===== config.mk =====
export PLATFORM = sky130hd
export DESIGN_NAME = ud_counter
export DESIGN_NICKNAME = d
export VERILOG_FILES = /design/src/rtl/ud_counter_pkg.sv /design/src/rtl/ud_counter_step.sv /design/src/rtl/ud_counter.sv
export SDC_FILE = /design/constraint.sdc
export NUM_CORES = 1
export LEC_CHECK = 0
export ABC_AREA = 1
export ABC_CLOCK_PERIOD_IN_PS = 1300
export CELL_PAD_IN_SITES_DETAIL_PLACEMENT = 1
export CELL_PAD_IN_SITES_GLOBAL_PLACEMENT = 2
export CORE_UTILIZATION = 20
export DETAILED_ROUTE_END_ITERATION = 8
export GPL_TIMING_DRIVEN = 0
export PLACE_DENSITY = 0.7
export RECOVER_POWER = 100
export SLEW_MARGIN = 5
export SYNTH_ARGS = -nofsm -noshare
export SYNTH_HDL_FRONTEND = slang
export SYNTH_SLANG_ARGS = --single-unit

===== constraint.sdc =====
create_clock -name Clk -period 1.3 [get_ports Clk]
set_input_delay 0.39 -clock Clk [delete_from_list [all_inputs] [get_ports Clk]]
set_output_delay 0.39 -clock Clk [all_outputs]
set_load 0.05 [all_outputs]

===== src/rtl/ud_counter_pkg.sv =====
// rtl/ud_counter_pkg.sv - shared constants and helpers for the ud_counter up/down counter
package ud_counter_pkg;

    localparam int UD_COUNTER_WIDTH_DEF = 4;

    localparam logic DIR_DOWN = 1'b0;
    localparam logic DIR_UP   = 1'b1;

    // Computed in 33 bits so that width=32 does not overflow the shift.
    function automatic logic [31:0] ud_all_ones(input int unsigned width);
        logic [32:0] v;
        v = (33'd1 << width) - 33'd1;
        return v[31:0];
    endfunction

endpackage


===== src/rtl/ud_counter_step.sv =====
// rtl/ud_counter_step.sv - combinational next-count and terminal-count logic (UD_COUNTER_SAT_EN selects saturate vs wrap)
module ud_counter_step
    import ud_counter_pkg::*;
#(
    parameter int WIDTH = UD_COUNTER_WIDTH_DEF
) (
    input  logic [WIDTH-1:0] cnt,
    input  logic             e,
    input  logic             u,
    output logic [WIDTH-1:0] cnt_next,
    output logic             tc
);

    localparam logic [31:0]      CNT_MAX_32 = ud_all_ones(WIDTH);
    localparam logic [WIDTH-1:0] CNT_MAX    = CNT_MAX_32[WIDTH-1:0];

`ifdef UD_COUNTER_SAT_EN
    localparam logic SAT_EN = 1'b1;
`else
    localparam logic SAT_EN = 1'b0;
`endif

    logic at_max;
    logic at_zero;

    assign at_max  = (cnt == CNT_MAX);
    assign at_zero = (cnt == '0);

    // Tc marks the boundary the next enabled edge crosses: wrap point or saturation point.
    assign tc = e & (((u == DIR_UP) & at_max) | ((u == DIR_DOWN) & at_zero));

    always_comb begin
        cnt_next = cnt;
        if (e) begin
            if (u == DIR_UP) begin
                cnt_next = (at_max && SAT_EN) ? cnt : cnt + 1'b1;
            end else begin
                cnt_next = (at_zero && SAT_EN) ? cnt : cnt - 1'b1;
            end
        end
    end

endmodule


===== src/rtl/ud_counter.sv =====
// rtl/ud_counter.sv - up/down counter top: async-reset count register around ud_counter_step (option macro UD_COUNTER_SAT_EN)
module ud_counter
    import ud_counter_pkg::*;
#(
    parameter int WIDTH = UD_COUNTER_WIDTH_DEF
) (
    input  logic             Clk,
    input  logic             Rst,
    input  logic             E,
    input  logic             U,
    output logic [WIDTH-1:0] Cnt,
    output logic             Tc
);

    logic [WIDTH-1:0] cnt_q;
    logic [WIDTH-1:0] cnt_d;

    ud_counter_step #(
        .WIDTH(WIDTH)
    ) u_step (
        .cnt      (cnt_q),
        .e        (E),
        .u        (U),
        .cnt_next (cnt_d),
        .tc       (Tc)
    );

    always_ff @(posedge Clk or negedge Rst) begin
        if (!Rst) begin
            cnt_q <= '0;
        end else begin
            cnt_q <= cnt_d;
        end
    end

    assign Cnt = cnt_q;

endmodule


# After elaboration in Yosys (flattened, before gate mapping)
# Index checks and enable logic that the tools add are counted.
[totals] register_bits=4 inputBits=4 output_inout_bits=5 elab_cells=11
[op_classes] add_sub_neg=2 eq_ne=1 n_mux=1 bitwise=5 reduce_logical=1
[ops] cell="$add A4 B1 Y4 const B" n=1
[ops] cell="$eq A4 B4 Y1 const B" n=1
[ops] cell="$logic_not A4 Y1" n=1
[ops] cell="$mux W4" n=1
[ops] cell="$sub A4 B1 Y4 const B" n=1
[ops] cell="$and A1 B1 Y1" n=3
[ops] cell="$not A1 Y1" n=1
[ops] cell="$or A1 B1 Y1" n=1

# Longest topological paths before layout
[logic_depth] ltp_word=4 mapped_depth=7

# Modules after synthesis
# From an unflattened synthesis, not the netlist that was laid out.
[hier_totals] hier_cells=37 area_unflattened_um2=280.3
[modules_own_cells] mod="ud_counter_step" n_inst=1 cells_each=33 area_per_inst_um2=180.2 seq_area_each_um2=0.0
[modules_own_cells] mod="ud_counter" n_inst=1 cells_each=4 area_per_inst_um2=100.1 seq_area_each_um2=100.1

# Worst setup path before layout
# OpenSTA, ideal clock, no wires.
[synth_timing] path_kind="register to output" start="register cnt_q[0] (netlist: Cnt[0])" end="output port Tc" arrival_time_ps=1343 required_time_ps=910 path_slack_ps=-433 path_stages_with_launch=3 n_path_buf=0 path_cell_list="dfrtp_1 nand4_1 o22ai_2"
[synth_via] elab_chain_len=4 word_cells_on_any_way=6 cone_classes="1 x eq/ne; 4 x bitwise; 1 x reduce/logical"
[synth_rtl] element="start: declaration" line_no="ud_counter.sv:15" rtl="logic [WIDTH-1:0] cnt_q;"
[synth_rtl] element="start signal: assignment" line_no="ud_counter.sv:32" rtl="cnt_q <= cnt_d;"
[synth_rtl] element="$eq A4 B4 Y1 / $logic_not A4 Y1 (equally long branches)" line_no="ud_counter_step.sv:26, ud_counter_step.sv:27"
[synth_rtl] element="$and A1 B1 Y1" line_no="ud_counter_step.sv:30" rtl="assign tc = e & (((u == DIR_UP) & at_max) | ((u == DIR_DOWN) & at_zero));"
[synth_rtl] element="$or A1 B1 Y1 (*)" line_no="ud_counter_step.sv:30"
[synth_rtl] element="$and A1 B1 Y1 (*)" line_no="ud_counter_step.sv:30"
[synth_rtl] element="end: declaration" line_no="ud_counter.sv:12" rtl="output logic Tc"
# Every way passes the cells marked *; elsewhere a longest branch is shown, timed or not.

# Worst setup path after layout
[layout_timing] start="register cnt_q[1] (netlist: Cnt[1])" end="output port Tc"
# Same word-level chain as after synthesis.

==> metrics.txt <==
status finished, violations left; failing checks setup timing; post-synthesis sequential area ratio 35.2%; Setup Crit Path Kind reg -> out; fin crit period 1600 ps; chip height 39.7 um; First DRT Iteration DRCs 7; Max transition margin 67.1%; Synth Area per Inst 7.89 um^2; drt pass-1 iters 4; crit path DAT 1210 ps; Critical Path RT 910 ps; max-cap violations 0; Setup Viol. Count Final 5; period utilization 123%; crit end category output pin; Clock transition at path regs 40 ps; final worst slack -301 ps; Clock Path Buffers 2; Seq pwr share 21.9%; initial antenna violation count 0; combinational share of power 66.7%; worst slew pin tran 496 ps; switch share 50.3%; most common cell after layout, fill and taps aside nand2_1; register bit total from synthesis 4; Layout Nets 62; internal power 0.674 mW; Mapped Area 284 um^2; number of global-route vias before repair 303; power density over cell area 2850 nW/um^2; WL/cell 12.4 um; layout cells sized above 1 52.8%; vias per cell 4.63; max incr delay on CP 440 ps; RePlAce Congestion 0.719; final slew viol count 0; Filler Cells Inserted 164; Place WS -1340 ps; I/O pins 9; first-pass GRT wire length 1.34 mm; total gr overflow 0; final hold violation count 0; core box area 1320 um^2; Die Wd 39.7 um; Starting Density 21.6%; NetSw 0.681 mW; Peak Freq 625 MHz; worst reg2reg path endpoint Cnt[2]; I/O Buffers 8; RSZ-0062 raised after global routing yes; final wirelength 842 um; largest net degree at the start of global routing 7; Hold WC Path Type in -> async; Reg-to-Reg Start Cnt[0]; Largest register FFs 4; critical-path cell list nor2_2 > nand2_2 > o22ai_4 > buf_6; Clk pwr share 11.4%; worst r2r path cells 5; Placed Area 408 um^2; IR Drop Worst-Case VDD 0.00127 V; crit path max fanout 6; Syn Nets 43; gr usage total 14.2%; Num CTS Buffers 3; DRC viols 0; Antenna Nets Post-Route 0; worst clock skew 0.360 ps; htree depth 1; Fin Setup TNS -890 ps; setup slack, reg-to-reg -150 ps; vias 315; clock latency on the worst-skew pair 240 ps; Syn Inst Count 36; die area 1570 um^2; YS warnings 0; Finished Cell Area 475 um^2; commonest non-fill, non-tap cells in the layout nand2_1 (13), buf_4 (6), clkbuf_4 (5); CTS tree yes; Clock Tree Root clkbuf_4; area grow syn2layout 67.4%; Yosys cell types 15; fin util 36.1%; Slowest cell on crit path dfrtp_2; crit path launch type flip-flop; clock sink count 4; # rows 13; hpwl dp 587 um; antenna cells 0; LEAKAGE 0.227 nW
==> power groups by stage <==
stage	Sequential [mW]	Combinational, mW	Clock, mW
after global routing	0.313	0.982	0.164
after global placement	0.321	0.702	0
after detailed placement	0.328	0.719	0
final	0.297	0.904	0.155
after CTS	0.301	0.827	0.157
after floorplan	0.517	0.289	0
==> synth_stat cells <==
cell	count	share of area, %
nand2_1	14	19
fa_1	1	7.0
nor2_2	1	2.2
nand4_1	1	2.2
nand3_1	3	5.3
o22ai_2	1	4.4
ha_1	2	8.8
inv_1	3	4.0
o21ai_0	1	1.8
a21oi_1	1	1.8
inv_2	1	1.3
xnor2_1	1	3.1
nor2_1	1	1.3
dfrtp_1	4	35
xor2_1	1	3.1
==> critical path: cells and delay by family (launching register included) <==
kind                   cells  cell delay (ps)
AND/OR/NAND/NOR            2              210
buffers and inverters      1              180
AO/OA/AOI/OAI              1              140
flip-flops                 1              440
==> area by class of cell <==
type	instances	area, um^2	share of cell area (%)
Clock buffer	3	22.5	4.74
Inverter	4	15.0	3.16
Sequential cell	4	105	22.1
Timing Repair Buffer	14	111	23.4
Tap cell	15	18.8	3.95
Multi-Input combinational cell	28	203	42.6
==> worst max path at each step <==
stage | slack [ps] | endpoint | cells after the start | from
global route | -340 | Tc | 4 | Cnt[1]
global placement | -1290 | Tc | 6 | E
CTS | -310 | Tc | 4 | Cnt[0]
detailed placement | -1340 | Tc | 6 | E
floorplan | -180 | Tc | 3 | Cnt[0]
finish | -300 | Tc | 4 | Cnt[1]
==> layer usage <==
layer	GRT usage, %	part of all wire, %
met1	16.2	44
met2	20.9	51
met3	3.98	2.7
met4	12.9	2.9
met5	0	0
==> timing repair <==
item | CTS | global route
endpoints found under the setup margin | 8 | 8
resized for setup | 31 | 10
hold buffers | 0 | 0
pin swaps | 0 | 6
setup buffers | 5 | 1
==> logic make-up (layout without fill, tap and decap cells) <==
logic type / Yosys count / in the layout / synth area share (%)
AND/OR/NAND/NOR: 20 / 20 / 29.5
flip-flops: 4 / 4 / 35.2
buffers and inverters: 4 / 21 / 5.28
adder cells (fa/ha/maj): 3 / 3 / 15.9
AO/OA/AOI/OAI: 3 / 3 / 7.93
XOR/XNOR: 2 / 2 / 6.17
==> per-stage QoR <==
stage               hold WS, ps  power (mW)  instances
global route                436        1.46         68
detailed placement          539        1.05         59
finish                      432        1.36         68
floorplan                  94.4       0.806         36
global placement            538        1.02         59
CTS                         361        1.29         67
Power figures use the tool's default switching activity.
